[src/rtl/sys_spi_pkg.sv]
// sys_spi_pkg: opcodes, FSM encoding and CRC-8 helper
// shared by the sys_spi_cmd SPI command engine.
package sys_spi_pkg;

  localparam logic [7:0] CMD_CONF   = 8'd1;
  localparam logic [7:0] CMD_CFG    = 8'd2;
  localparam logic [7:0] CMD_OVL    = 8'd3;
  localparam logic [7:0] CMD_CUR    = 8'd4;
  localparam logic [7:0] CMD_CHR    = 8'd5;
  localparam logic [7:0] CMD_LOAD   = 8'd6;
  localparam logic [7:0] CMD_ROM    = 8'd7;
  localparam logic [7:0] CMD_STATUS = 8'd8;

  typedef enum logic [2:0] {
    ST_IDLE,
    ST_ARGS,
    ST_STREAM,
    ST_READ,
    ST_DONE
  } state_t;

  localparam logic [7:0] CRC_POLY = 8'h07;

  function automatic logic [7:0] crc8_byte(
    input logic [7:0] crc,
    input logic [7:0] d
  );
    logic [7:0] c;
    c = crc ^ d;
    for (int i = 0; i < 8; i++)
      c = c[7] ? ((c << 1) ^ CRC_POLY) : (c << 1);
    return c;
  endfunction

endpackage

[src/rtl/sys_byte_fifo.sv]
// sys_byte_fifo: synchronous byte FIFO with level output.
// A push while full is accepted only when a pop frees a slot.
module sys_byte_fifo #(
  parameter  int DEPTH = 16,
  localparam int AW    = $clog2(DEPTH)
) (
  input  logic          clk,
  input  logic          resetn,
  input  logic          push,
  input  logic [7:0]    din,
  input  logic          pop,
  output logic [7:0]    dout,
  output logic          empty,
  output logic          full,
  output logic [AW:0]   level
);

  logic [7:0]  mem [DEPTH];
  logic [AW:0] wptr, rptr;
  logic        do_push, do_pop;

  assign level   = wptr - rptr;
  assign empty   = (level == '0);
  assign full    = (level == (AW+1)'(DEPTH));
  assign do_pop  = pop && !empty;
  assign do_push = push && (!full || do_pop);
  assign dout    = empty ? 8'h00 : mem[rptr[AW-1:0]];

  always_ff @(posedge clk) begin
    if (do_push)
      mem[wptr[AW-1:0]] <= din;
  end

  always_ff @(posedge clk or negedge resetn) begin
    if (!resetn) begin
      wptr <= '0;
      rptr <= '0;
    end else begin
      if (do_push)
        wptr <= wptr + 1'b1;
      if (do_pop)
        rptr <= rptr + 1'b1;
    end
  end

endmodule

[src/rtl/sys_spi_cmd.sv]
// sys_spi_cmd: SPI-slave command engine (MCU -> core).
// Optional SYS_SPI_CRC_EN adds CRC-8 over FIFO bytes.
module sys_spi_cmd
  import sys_spi_pkg::*;
#(
  parameter int CFG_REGS   = 4,
  parameter int LEN_BYTES  = 3,
  parameter int FIFO_DEPTH = 16,
  parameter int CONF_AW    = 8
) (
  input  logic                    clk,
  input  logic                    resetn,
  input  logic                    sspi_cs,
  input  logic                    sspi_clk,
  input  logic                    sspi_mosi,
  output logic                    sspi_miso,
  output logic [CONF_AW-1:0]      conf_addr,
  input  logic [7:0]              conf_data,
  output logic [32*CFG_REGS-1:0]  core_config,
  output logic                    overlay,
  output logic                    cur_we,
  output logic [15:0]             cur_xy,
  output logic                    chr_we,
  output logic [7:0]              chr,
  output logic                    rom_loading,
  output logic [7:0]              rom_do,
  output logic                    rom_do_valid,
  input  logic                    rom_do_ready,
  output logic                    rom_ovf
);

  localparam int LW  = 8 * LEN_BYTES;
  localparam int FAW = $clog2(FIFO_DEPTH);

  logic [1:0]    cs_q, mosi_q;
  logic [2:0]    sclk_q;
  logic          cs_s, rise, fall;
  state_t        st;
  logic [7:0]    cmd, sh, idx, tx_sh;
  logic [2:0]    bcnt, argc;
  logic [1:0]    stc;
  logic          byte_done;
  logic [23:0]   wdata;
  logic [LW-1:0] len_q, nlen;
  logic          push, full, empty;
  logic [FAW:0]  fifo_level;
  logic [7:0]    crc_byte;

  assign cs_s = cs_q[1];
  assign rise = sclk_q[1] & ~sclk_q[2];
  assign fall = ~sclk_q[1] & sclk_q[2];
  assign push = byte_done && !cs_s &&
                st == ST_STREAM && cmd == CMD_ROM;
  assign nlen = len_q | (LW'(sh) << (8 * argc));
  assign rom_do_valid = !empty;

  always_ff @(posedge clk or negedge resetn) begin
    if (!resetn) begin
      cs_q   <= 2'b11;
      sclk_q <= '0;
      mosi_q <= '0;
    end else begin
      cs_q   <= {cs_q[0], sspi_cs};
      sclk_q <= {sclk_q[1:0], sspi_clk};
      mosi_q <= {mosi_q[0], sspi_mosi};
    end
  end

  sys_byte_fifo #(.DEPTH(FIFO_DEPTH)) u_fifo (
    .clk    (clk),
    .resetn (resetn),
    .push   (push),
    .din    (sh),
    .pop    (rom_do_ready),
    .dout   (rom_do),
    .empty  (empty),
    .full   (full),
    .level  (fifo_level)
  );

`ifdef SYS_SPI_CRC_EN
  logic [7:0] crc_q;
  logic       crc_clr;
  assign crc_clr = byte_done && !cs_s &&
    ((st == ST_IDLE && sh == CMD_ROM) ||
     (st == ST_ARGS && cmd == CMD_LOAD));
  always_ff @(posedge clk or negedge resetn) begin
    if (!resetn)
      crc_q <= '0;
    else if (crc_clr)
      crc_q <= '0;
    else if (push && (!full || rom_do_ready))
      crc_q <= crc8_byte(crc_q, sh);
  end
  assign crc_byte = crc_q;
`else
  assign crc_byte = 8'h00;
`endif

  always_ff @(posedge clk or negedge resetn) begin
    if (!resetn) begin
      st          <= ST_IDLE;
      cmd         <= '0;
      sh          <= '0;
      idx         <= '0;
      tx_sh       <= '0;
      bcnt        <= '0;
      argc        <= '0;
      stc         <= '0;
      byte_done   <= 1'b0;
      wdata       <= '0;
      len_q       <= '0;
      sspi_miso   <= 1'b0;
      conf_addr   <= '0;
      core_config <= '0;
      overlay     <= 1'b0;
      cur_we      <= 1'b0;
      cur_xy      <= '0;
      chr_we      <= 1'b0;
      chr         <= '0;
      rom_loading <= 1'b0;
      rom_ovf     <= 1'b0;
    end else begin
      cur_we    <= 1'b0;
      chr_we    <= 1'b0;
      byte_done <= 1'b0;
      if (push && full && !rom_do_ready)
        rom_ovf <= 1'b1;
      if (cs_s) begin
        st        <= ST_IDLE;
        bcnt      <= '0;
        sh        <= '0;
        len_q     <= '0;
        tx_sh     <= '0;
        sspi_miso <= 1'b0;
        conf_addr <= '0;
      end else begin
        if (rise) begin
          sh        <= {sh[6:0], mosi_q[1]};
          bcnt      <= bcnt + 1'b1;
          byte_done <= (bcnt == 3'd7);
        end
        if (fall) begin
          sspi_miso <= tx_sh[7];
          tx_sh     <= {tx_sh[6:0], 1'b0};
        end
        // a completed byte reloads tx_sh ahead of its first fall
        if (byte_done) begin
          unique case (st)
            ST_IDLE: begin
              cmd   <= sh;
              argc  <= '0;
              len_q <= '0;
              case (sh)
                CMD_CONF: begin
                  st        <= ST_READ;
                  tx_sh     <= conf_data;
                  conf_addr <= conf_addr + 1'b1;
                end
                CMD_STATUS: begin
                  st    <= ST_READ;
                  tx_sh <= 8'(fifo_level);
                  stc   <= 2'd1;
                end
                CMD_CFG, CMD_OVL, CMD_CUR,
                CMD_LOAD, CMD_ROM: st <= ST_ARGS;
                CMD_CHR:           st <= ST_STREAM;
                default:           st <= ST_DONE;
              endcase
            end
            ST_ARGS: begin
              argc  <= argc + 1'b1;
              wdata <= {sh, wdata[23:8]};
              case (cmd)
                CMD_CFG: begin
                  if (argc == 3'd0)
                    idx <= sh;
                  if (argc == 3'd4) begin
                    for (int i = 0; i < CFG_REGS; i++)
                      if (idx == 8'(i))
                        core_config[32*i +: 32] <= {sh, wdata};
                    st <= ST_DONE;
                  end
                end
                CMD_OVL: begin
                  overlay <= sh[0];
                  st      <= ST_DONE;
                end
                CMD_CUR: begin
                  if (argc == 3'd1) begin
                    cur_xy <= {sh, wdata[23:16]};
                    cur_we <= 1'b1;
                    st     <= ST_DONE;
                  end
                end
                CMD_LOAD: begin
                  rom_loading <= sh[0];
                  rom_ovf     <= 1'b0;
                  st          <= ST_DONE;
                end
                CMD_ROM: begin
                  len_q <= nlen;
                  if (argc == 3'(LEN_BYTES - 1))
                    st <= (nlen == '0) ? ST_DONE : ST_STREAM;
                end
                default: st <= ST_DONE;
              endcase
            end
            ST_STREAM: begin
              if (cmd == CMD_CHR) begin
                if (sh == 8'h00) begin
                  st <= ST_DONE;
                end else begin
                  chr    <= sh;
                  chr_we <= 1'b1;
                end
              end else begin
                len_q <= len_q - 1'b1;
                if (len_q == LW'(1))
                  st <= ST_DONE;
              end
            end
            ST_READ: begin
              if (cmd == CMD_CONF) begin
                tx_sh     <= conf_data;
                conf_addr <= conf_addr + 1'b1;
              end else begin
                case (stc)
                  2'd1:    tx_sh <= {6'b0, rom_ovf, rom_loading};
                  2'd2:    tx_sh <= crc_byte;
                  default: tx_sh <= 8'h00;
                endcase
                if (stc != 2'd3)
                  stc <= stc + 2'd1;
              end
            end
            ST_DONE: ;
            default: st <= ST_IDLE;
          endcase
        end
      end
    end
  end

endmodule
[config.mk]
export PLATFORM = sky130hd
export DESIGN_NAME = sys_spi_cmd
export DESIGN_NICKNAME = d
export VERILOG_FILES = /design/src/rtl/sys_spi_pkg.sv /design/src/rtl/sys_byte_fifo.sv /design/src/rtl/sys_spi_cmd.sv
export SDC_FILE = /design/constraint.sdc
export NUM_CORES = 1
export LEC_CHECK = 0
export ABC_AREA = 1
export CORE_MARGIN = 2
export CORE_UTILIZATION = 35
export DETAILED_ROUTE_END_ITERATION = 12
export DONT_BUFFER_PORTS = 1
export PLACE_DENSITY = 0.55
export SLEW_MARGIN = 10
export SYNTH_ARGS = -nofsm -noshare
export SYNTH_HDL_FRONTEND = slang
export SYNTH_SLANG_ARGS = --single-unit
[constraint.sdc]
create_clock -name clk -period 7.2 [get_ports clk]
set_input_delay 1.44 -clock clk [delete_from_list [all_inputs] [get_ports clk]]
set_output_delay 1.44 -clock clk [all_outputs]
set_load 0.05 [all_outputs]
==> summary.txt, run 1 <==
Critical path
  • RR Endpoint: u_fifo.mem[3][0]
  • Max Fanout on Critical Path: 18
  • Top Family by Delay on Critical Path: simple AND/OR/NAND/NOR gates
  • Reg2Reg Depth: 7
  • Buf+Inv Stages, Crit Path: 2
  • CP endpoint kind: output port
  • Reg2reg setup slack: 3.48 ns
  • Max stage delay on crit path: 0.75 ns
  • Required @ worst endpoint: 5.76 ns
  • Critical path cell sequence: clkinv_1 > fa_1 > nand3_1 > nand2_1 > xor2_1 > nand3b_2 > inv_1 > nor2_1
  • Critical Path Source Type: flop
  • Crit Path Class: reg2out
  • Worst setup path start: u_fifo.rptr[1]
  • CP max stage cell: dfrtp_1
  • Critical path arrival: 3.83 ns
  • CP Depth: 8
  • Crit Reg-Reg Startpoint: u_fifo.rptr[1]

STA
  • Setup violation total in the final timing report: 0
  • Final period util: 73.1%
  • Worst slew pin tran: 1.19 ns
  • Final Hold Fails: 0
  • Post-route setup TNS: 0 ns
  • Crit path time final: 5.27 ns
  • Slew HR: 20.3%
  • RSZ-0062 raised after global routing: false
  • Hold slack final: 0.348 ns
  • Max-slew violation count: 0
  • Max Fclk: 0.190 GHz
  • Final Skew: 0.0379 ns

Drt
  • Final ANT Viol Nets: 0
  • Top sig layer: met4
  • Met3 wire length: 3.77 mm
  • Via count: 12,900
  • Drt pass-1 iters: 6
  • Post-route DRC: 0
  • WL final: 48.4 mm
  • DRT iter0 DRCs: 1,067
  • Vias/cell: 5.10
  • Routed len/inst: 19.2 um
  • Met1 wire length: 20.4 mm
  • Met2 WL: 22.7 mm

Global routing
  • Global Route Usage Sum: 18.6%
  • Largest net degree at the start of global routing: 276
  • First-pass GRT wire length: 75.8 mm
  • Vias in the first global route: 12,600
  • Overflow left after global routing: 0
  • Initial antenna violation count: 0

Yosys
  • Synth top area share: 38.9%
  • Synth Net Count: 1,877
  • Gate Count Post-Synth: 1,842
  • EDFF count, synth: 128
  • Dominant cell type by area after synthesis: dfrtp_1
  • Library cells used by synthesis: 48
  • Top cells by area, synth: dfrtp_1, edfxtp_1, nand2_1
  • Top FF cell, synth: dfrtp_1
  • Syn Area/Cell: 9.53 um2
  • Async S/R FF share, synth: 68.2%
  • Syn Std Cell Area: 0.0176 mm2
  • Synth Register Bits: 403
  • Synth warnings: 0
  • Sequential share of the synthesized area: 61.1%

Cells and area
  • Most common cell after layout, fill and taps aside: nand2_1
  • ANT cells: 0
  • Filler-free cell count of the finished design: 2,528
  • Most frequent cells in the layout: nand2_1, dfrtp_1, o21ai_0
  • Synth-to-Final Area Change: 11.9%
  • Share of layout cells above drive strength 1: 6.84%
  • Nets: 1,855

Floorplanning
  • Row cnt: 82
  • Die area: 0.0520 mm2
  • Die height: 228 um
  • Io pins: 189
  • Chip Width: 228 um
  • Placeable Area: 0.0499 mm2
  • Starting Density: 35.2%

Clocking
  • Post-CTS setup buffer count: 0
  • Clk_lat worst skew: 0.59 ns
  • Post-cts resize count: 0
  • Htree depth: 2
  • CTS Sinks: 403
  • Clock Tree Root: clkbuf_16
  • Clk buf depth: 3
  • CTS tree: yes
  • Num CTS Buffers: 45
  • Hold-fix buffer count after cts: 0
  • CTS clk-pin slew, worst paths: 0.06 ns

Worst hold path
  • Hold Path Cell Cnt: 0
  • HP Class: reg2reg
  • Hold path start: sclk_q[0]
  • Hold Path End: sclk_q[1]

Placed design
  • # port buffers: 0
  • Gp weighted congestion: 0.894
  • Dpl hpwl: 31.5 mm
  • DP Cell Count: 2,445

Pwr
  • Leak Pwr: 8.47 nW
  • Peak supply drop: 0.152 mV
  • Tot Pwr: 5.69 mW
  • Total power per unit cell area: 290 mW/mm2

Job
  • Maxcap violations: 0

Outcome
  • Outcome: finished, final reports clean
power breakdown:
group	leakage [nW]	switching (mW)	internal, mW	total, mW
clock network	0.764	0.978	1.43	2.41
registers	5.05	0.0433	2.37	2.42
logic	2.66	0.641	0.223	0.863
total	8.47	1.66	4.03	5.69
per-layer routing:
layer	vias to the layer above	track usage, %
met5	-	0
met3	99	4.84
met1	6236	24.2
met4	0	6.70
met2	444	30.2
li1	6104	-
sequential cells by signal, summed over array words and instances, names as in the netlist, 5 cells and up:
register / flops
chr: 8
cmd: 8
conf_addr: 8
core_config: 128
cur_xy: 16
idx: 8
len_q: 24
sh: 8
tx_sh: 8
u_fifo.mem: 128
u_fifo.rptr: 5
u_fifo.wptr: 5
wdata: 24
cell usage after synthesis (2+ instances only):
cell type and n:
buf_1 6, nand3_1 78, nor4_4 2, a32o_1 14
inv_2 2, o31ai_1 5, nand3_2 3, o21ai_1 61
o22ai_1 7, o21ai_0 189, buf_2 15, o2111a_1 5
buf_4 2, nor4_1 3, o21ai_2 11, nand4_1 15
dfrtp_1 273, nand2_2 3, o311ai_0 3, nor2_1 108
a22oi_1 10, ha_1 20, mux2i_1 6, xor2_1 14
nor2_4 3, a32oi_1 5, dfstp_2 2, nand3b_1 2
xnor2_1 2, nand4_2 3, clkbuf_1 50, nor2_2 5
edfxtp_1 128, nand2_1 570, a21oi_1 54, nor3_2 2
inv_1 126, buf_6 9, nor3_1 16, nand2_4 2
worst max path at each step:
stage / to / slack [ns]
2_1_floorplan: rom_do[1] / 2.95
3_3_place_gp: rom_do[3] / 2.63
3_5_place_dp: rom_do[1] / 2.56
4_1_cts: rom_do[1] / 1.95
5_1_grt: rom_do[3] / 1.69
6_report: rom_do[3] / 1.93
stage by stage:
stage / util, % / cell area [um2] / worst slack (ns)
after detailed placement: 36.3 / 18100 / 2.56
after global routing: 39.4 / 19600 / 1.69
after global placement: 36.3 / 18100 / 2.63
final: 39.4 / 19600 / 1.93
after CTS: 39.4 / 19600 / 1.95
after floorplan: - / 17600 / 2.95
layout make-up:
cell class | instances | area, um2
Fill cell | 4952 | 30200
Sequential cell | 403 | 10700
Multi-Input combinational cell | 1227 | 5930
Clock buffer | 57 | 1220
Tap cell | 672 | 841
Inverter | 130 | 490
Clock inverter | 26 | 333
Timing Repair Buffer | 13 | 97.6
cells by family after synthesis:
logic type	Yosys count	synth area share [%]
buffers and inverters	212	5.08
adders and majority gates	21	1.54
and+or+nand+nor	817	19.4
AOI/OAI and AO/OA	367	11.8
xor gates and xnor gates	16	0.798
muxes	6	0.342
DFF	403	61.1
Power figures use the tool's default switching activity.
==> run 2, diff against run 1 <==
--- a/config.mk
+++ b/config.mk
@@ -10,7 +10,7 @@
 export CORE_UTILIZATION = 35
 export DETAILED_ROUTE_END_ITERATION = 12
 export DONT_BUFFER_PORTS = 1
-export PLACE_DENSITY = 0.55
+export PLACE_DENSITY = 0.57
 export SLEW_MARGIN = 10
 export SYNTH_ARGS = -nofsm -noshare
 export SYNTH_HDL_FRONTEND = slang
==> constraint.sdc (replaced) <==
create_clock -name clk -period 4.5 [get_ports clk]
set_input_delay 0.9 -clock clk [delete_from_list [all_inputs] [get_ports clk]]
set_output_delay 0.9 -clock clk [all_outputs]
set_load 0.05 [all_outputs]
==> run 2 against run 1 <==
Non-clock buffer count is 15 higher. Sequential cell count stayed put. Clock-buffer cell count is 5 higher. Worst hold slack worse by 0.29 ns. Sequential share of layout area is 0.33 points lower. Clock power is 52% higher. Global-route usage is 0.28 points lower. Cell count is 0.36% higher. Die area stayed put. Critical path depth stayed put. Final area is 0.61% higher. Critical path type unchanged. Via count is 0.18% lower.
==> summary.txt, run 2 (same netlist as run 1, synthesis figures left out) <==
Drt
  • Final ANT Viol Nets: 0 (unchanged)
  • Drt pass-1 iters: 5 (was 6)
  • WL final: 47.7 mm (was 48.4 mm)
  • Post-route DRC: 0 (unchanged)
  • Via count: 12,900 (about the same)
  • Vias/cell: 5.07 (was 5.10)
  • Routed len/inst: 18.8 um (was 19.2 um)
  • DRT iter0 DRCs: 1,065 (was 1,067)

Floorplanning
  • Die height: 228 um (unchanged)
  • Die area: 0.0520 mm2 (unchanged)
  • Io pins: 189 (unchanged)
  • Row cnt: 82 (unchanged)
  • Starting Density: 35.2% (unchanged)
  • Placeable Area: 0.0499 mm2 (unchanged)
  • Chip Width: 228 um (unchanged)

Global routing
  • Vias in the first global route: 12,600 (about the same)
  • Overflow left after global routing: 0 (unchanged)
  • First-pass GRT wire length: 74.9 mm (was 75.8 mm)
  • Initial antenna violation count: 1 (was 0)
  • Global Route Usage Sum: 18.4% (was 18.6%)
  • Largest net degree at the start of global routing: 276 (unchanged)

STA
  • Final Skew: 0.0294 ns (was 0.0379 ns)
  • Setup violation total in the final timing report: 0 (unchanged)
  • Final Hold Fails: 0 (unchanged)
  • Slew HR: 18.3% (was 20.3%)
  • Hold slack final: 0.0576 ns (was 0.348 ns)
  • Post-route setup TNS: 0 ns (unchanged)
  • Crit path time final: 4.19 ns
  • Final period util: 93.1%
  • Final worst-path setup slack: 0.311 ns (was 1.93 ns)
  • RSZ-0062 raised after global routing: false (unchanged)
  • Worst slew pin tran: 1.23 ns (was 1.19 ns)
  • Max-slew violation count: 0 (unchanged)
  • Max Fclk: 0.239 GHz

Critical path
  • Critical path arrival: 3.29 ns (was 3.83 ns)
  • Max stage delay on crit path: 0.77 ns (was 0.75 ns)
  • Top Family by Delay on Critical Path: flip-flops (was simple AND/OR/NAND/NOR gates)
  • Crit Path Class: reg2out (unchanged)
  • Max Fanout on Critical Path: 18 (unchanged)
  • Critical Path Source Type: flop (unchanged)
  • CP endpoint kind: output port (unchanged)
  • Critical path cell sequence: clkinv_1 > fa_1 > nand3_1 > nand2_1 > xor2_1 > nand3b_2 > o2111a_1 > buf_12 (was clkinv_1 > fa_1 > nand3_1 > nand2_1 > xor2_1 > nand3b_2 > inv_1 > nor2_1)
  • Buf+Inv Stages, Crit Path: 2 (unchanged)
  • Required @ worst endpoint: 3.60 ns (was 5.76 ns)
  • CP max stage cell: dfrtp_1 (unchanged)

Clocking
  • Post-CTS setup buffer count: 0 (unchanged)
  • Post-cts resize count: 0 (unchanged)
  • Htree depth: 2 (unchanged)
  • CTS clk-pin slew, worst paths: 0.06 ns (about the same)
  • CTS tree: yes (unchanged)
  • CTS Sinks: 403 (unchanged)
  • Clk buf depth: 3 (unchanged)
  • Hold-fix buffer count after cts: 0 (unchanged)
  • Num CTS Buffers: 44 (was 45)
  • Clock Tree Root: clkbuf_16 (unchanged)
  • Clk_lat worst skew: 0.58 ns (was 0.59 ns)

Placed design
  • Setup WS pre-CTS: 0.961 ns (was 2.56 ns)
  • Gp weighted congestion: 0.900 (was 0.894)
  • Dpl hpwl: 31.4 mm (was 31.5 mm)
  • # port buffers: 0 (unchanged)

Worst hold path
  • HP Class: in2async (was reg2reg)

Cells and area
  • Most frequent cells in the layout: nand2_1, dfrtp_1, o21ai_0 (unchanged)
  • Final design utilization: 39.6% (was 39.4%)
  • Most common cell after layout, fill and taps aside: nand2_1 (unchanged)
  • Nets: 1,869 (was 1,855)
  • ANT cells: 0 (unchanged)
  • Share of layout cells above drive strength 1: 7.24% (was 6.84%)
  • Synth-to-Final Area Change: 12.6% (was 11.9%)

Job
  • Maxcap violations: 0 (unchanged)

Pwr
  • Peak supply drop: 0.247 mV (was 0.152 mV)
  • Leak Pwr: 8.51 nW (was 8.47 nW)
  • Tot Pwr: 9.17 mW (was 5.69 mW)
  • Total power per unit cell area: 464 mW/mm2 (was 290 mW/mm2)

Outcome
  • Outcome: finished, final reports clean (unchanged)
[run 2: cell types whose count changed in the layout (fill, tap and decap cells not counted), sizes merged]
| cell | change |
|---|---|
| clkbuf | +5 |
| clkinvlp | +3 |
| bufinv | -2 |
| inv | -3 |
| clkinv | -9 |
| buf | +15 |
[run 2: through the flow]
stage	area [um2]	cells
floorplan	17600	1842
global placement	18300	2460
detailed placement	18300	2460
CTS	19800	2537
global route	19800	2537
finish	19800	2537
[run 2: layer usage]
layer  vias up  GRT usage [%]  part of all wire, %
met1      6230           24.4                   43
met2       416           28.6                   46
met3        89           5.39                  7.9
met5         -              0                    0
met4         0           6.72                  3.4
li1       6125              -                    -
[run 2: where the power goes]
group	switching [mW]	internal, mW
logic	1.07	0.573
registers	0.0728	3.80
clock network	1.49	2.17
[run 2: final timing paths]
| kind | startpoint | endpoint | slack, ns | depth (start not counted) |
|---|---|---|---|---|
| max in group asynchronous | resetn | len_q[18] | 3.75 | 0 |
| worst min register to register | sclk_q[0] | sclk_q[1] | 0.35 | 0 |
| worst max-delay path | u_fifo.rptr[1] | rom_do[5] | 0.31 | 8 |
| min in group clk | sspi_cs | cs_q[0] | 0.31 | 0 |
| worst max register to register | u_fifo.rptr[1] | u_fifo.mem[5][5] | 0.99 | 8 |
| worst min-delay path | resetn | u_fifo.rptr[3] | 0.06 | 0 |
[run 2: area by class of cell]
type                    instances  area [um2]
clock buffers                  62        1240
clock inverters                15         246
fillers                      4921       30100
inverters                     130         490
multi-input cells            1227        5930
flip-flops and latches        403       10700
well taps                     672         841
repair buffers                 28         285
==> run 3, diff against run 2 <==
--- a/config.mk
+++ b/config.mk
@@ -7,10 +7,10 @@
 export LEC_CHECK = 0
 export ABC_AREA = 1
 export CORE_MARGIN = 2
-export CORE_UTILIZATION = 35
+export CORE_UTILIZATION = 55
 export DETAILED_ROUTE_END_ITERATION = 12
 export DONT_BUFFER_PORTS = 1
-export PLACE_DENSITY = 0.57
+export PLACE_DENSITY = 0.79
 export SLEW_MARGIN = 10
 export SYNTH_ARGS = -nofsm -noshare
 export SYNTH_HDL_FRONTEND = slang
==> run 3 against run 2 <==
Critical path depth stayed put. Sequential cell count stayed put. Non-clock buffer count is 7 lower. Cell count down 11%. Sequential share of layout area up 1.3 points. Clock power decreased by 4%. Via count is 2.2% higher. Routed wire length shrank 8.6%. Worst hold slack got worse by 0.010 ns. Total power decreased by 1.6%. Utilization grew 22 points. Final area is 2.4% lower. Critical endpoint is now rom_do[2]. Highest routed layer unchanged.
==> summary.txt, run 3 (same netlist as run 1, synthesis figures left out) <==
Drt
  • DRT iter0 DRCs: 1,397 (was 1,065)
  • Vias/cell: 5.83 (was 5.07)
  • Routed len/inst: 19.3 um (was 18.8 um)
  • Post-route DRC: 0 (unchanged)
  • Met3 wire length: 3.95 mm (was 3.76 mm)
  • Top sig layer: met4 (unchanged)
  • Drt pass-1 iters: 6 (was 5)
  • WL final: 43.6 mm (was 47.7 mm)
  • Via count: 13,100 (was 12,900)
  • Final ANT Viol Nets: 0 (unchanged)
  • Met1 wire length: 17.3 mm (was 20.5 mm)
  • Met2 WL: 20.9 mm (was 21.8 mm)

Pwr
  • Peak supply drop: 0.434 mV (was 0.247 mV)
  • Leak Pwr: 8.46 nW (was 8.51 nW)
  • Total power per unit cell area: 468 mW/mm2 (was 464 mW/mm2)
  • Sw Share: 28.5% (was 28.7%)
  • Internal: 6.45 mW (was 6.54 mW)
  • Net Switching: 2.57 mW (was 2.63 mW)
  • Sequential power share: 42.9% (was 42.2%)
  • Combinational share of power: 18.2% (was 17.9%)
  • Clock group share of total power: 38.9% (was 39.9%)

Critical path
  • Critical path cell sequence: clkinv_1 > fa_1 > nand3_1 > nand2_1 > xor2_1 > nand3b_2 > o2111a_1 > buf_12 (unchanged)
  • Buf+Inv Stages, Crit Path: 2 (unchanged)
  • CP max stage cell: dfrtp_1 (unchanged)
  • Critical Path Source Type: flop (unchanged)
  • Required @ worst endpoint: 3.60 ns (about the same)
  • Critical path arrival: 3.22 ns (was 3.29 ns)
  • Max Fanout on Critical Path: 18 (unchanged)
  • CP endpoint kind: output port (unchanged)
  • Crit Path Class: reg2out (unchanged)
  • Max stage delay on crit path: 0.75 ns (was 0.77 ns)
  • Top Family by Delay on Critical Path: flip-flops (unchanged)

Clocking
  • Post-CTS setup buffer count: 0 (unchanged)
  • CTS Sinks: 403 (unchanged)
  • Hold-fix buffer count after cts: 0 (unchanged)
  • CTS tree: yes (unchanged)
  • Clk_lat worst skew: 0.55 ns (was 0.58 ns)
  • Clk buf depth: 3 (unchanged)
  • CTS clk-pin slew, worst paths: 0.06 ns (about the same)
  • Clock Tree Root: clkbuf_16 (unchanged)
  • Num CTS Buffers: 41 (was 44)
  • Post-cts resize count: 0 (unchanged)
  • Htree depth: 2 (unchanged)

STA
  • Final Skew: 0.0257 ns (was 0.0294 ns)
  • RSZ-0062 raised after global routing: false (unchanged)
  • Final Hold Fails: 0 (unchanged)
  • Post-route setup TNS: 0 ns (unchanged)
  • Max-slew violation count: 0 (unchanged)
  • Max Fclk: 0.243 GHz (was 0.239 GHz)
  • Final period util: 91.6% (was 93.1%)
  • Worst slew pin tran: 1.14 ns (was 1.23 ns)
  • Slew HR: 24.0% (was 18.3%)
  • Final worst-path setup slack: 0.376 ns (was 0.311 ns)
  • Crit path time final: 4.12 ns (was 4.19 ns)
  • Setup violation total in the final timing report: 0 (unchanged)

Cells and area
  • Synth-to-Final Area Change: 9.92% (was 12.6%)
  • Most frequent cells in the layout: nand2_1, dfrtp_1, o21ai_0 (unchanged)
  • Most common cell after layout, fill and taps aside: nand2_1 (unchanged)
  • Share of layout cells above drive strength 1: 6.85% (was 7.24%)
  • Nets: 1,859 (was 1,869)
  • ANT cells: 0 (unchanged)

Global routing
  • Initial antenna violation count: 0 (was 1)
  • First-pass GRT wire length: 69.6 mm (was 74.9 mm)
  • Vias in the first global route: 12,900 (was 12,600)
  • Global Route Usage Sum: 26.3% (was 18.4%)
  • Overflow left after global routing: 0 (unchanged)
  • Largest net degree at the start of global routing: 276 (unchanged)

Floorplanning
  • Row cnt: 65 (was 82)
  • Die area: 0.0334 mm2 (was 0.0520 mm2)
  • Starting Density: 55.8% (was 35.2%)
  • Chip Width: 183 um (was 228 um)
  • Die height: 183 um (was 228 um)
  • Placeable Area: 0.0315 mm2 (was 0.0499 mm2)
  • Io pins: 189 (unchanged)

Placed design
  • Setup WS pre-CTS: 0.977 ns (was 0.961 ns)
  • # port buffers: 0 (unchanged)
  • Dpl hpwl: 27.9 mm (was 31.4 mm)
  • Gp weighted congestion: 0.919 (was 0.900)

Worst hold path
  • HP Class: in2async (unchanged)

Job
  • Maxcap violations: 0 (unchanged)

Outcome
  • Outcome: finished, final reports clean (unchanged)
-- run 3: cell type report --
class	instances	area [um2]
Fill cell	2462	12200
Sequential cell	403	10700
Multi-Input combinational cell	1227	5930
Clock buffer	56	1130
Tap cell	402	503
Inverter	130	490
Clock inverter	18	273
Timing Repair Buffer	21	233
-- run 3: path summary, 6_finish.rpt --
path | endpoint | slack, ns | cells past startpoint | startpoint
max | rom_do[2] | 0.38 | 8 | u_fifo.rptr[1]
min | core_config[110] | 0.05 | 0 | resetn
max reg2reg | u_fifo.mem[15][0] | 1.02 | 8 | u_fifo.rptr[1]
min reg2reg | mosi_q[1] | 0.35 | 0 | mosi_q[0]
max in group asynchronous | u_fifo.rptr[0] | 3.96 | 0 | resetn
min in group clk | mosi_q[1] | 0.35 | 0 | mosi_q[0]
-- run 3: layer usage --
layer / vias up / track usage (%)
met2: 594 / 43.4
met3: 104 / 5.59
li1: 6112 / -
met4: 0 / 9.39
met1: 6339 / 34.8
met5: - / 0
-- run 3: power by group through the flow --
stage                     Combinational, mW  Sequential, mW  Clock, mW
after floorplan                        1.13            3.90          0
after global placement                 1.58            3.94          0
after detailed placement               1.61            3.94          0
after CTS                              1.63            3.87       3.55
after global routing                   1.76            3.88       3.69
final                                  1.64            3.88       3.51
-- run 3: through the flow --
stage	total power, mW	instance area [um2]	hold slack (ns)	cells	util [%]
after floorplan	5.03	17600	0.331	1842	-
after global placement	5.52	17900	0.337	2183	56.8
after detailed placement	5.55	17900	0.337	2183	56.8
after CTS	9.05	19300	0.0277	2257	61.3
after global routing	9.33	19300	0.0268	2257	61.3
final	9.03	19300	0.0472	2257	61.3
-- run 3: worst reg2reg max path, cell delays in order (launching register included) --
cell and delay, ns:
dfrtp_1 0.75, clkinv_1 0.29, fa_1 0.49, nand3_1 0.09, nand2_1 0.07, xor2_1 0.18
nand4_2 0.22, nand3_1 0.29, nor2_1 0.74
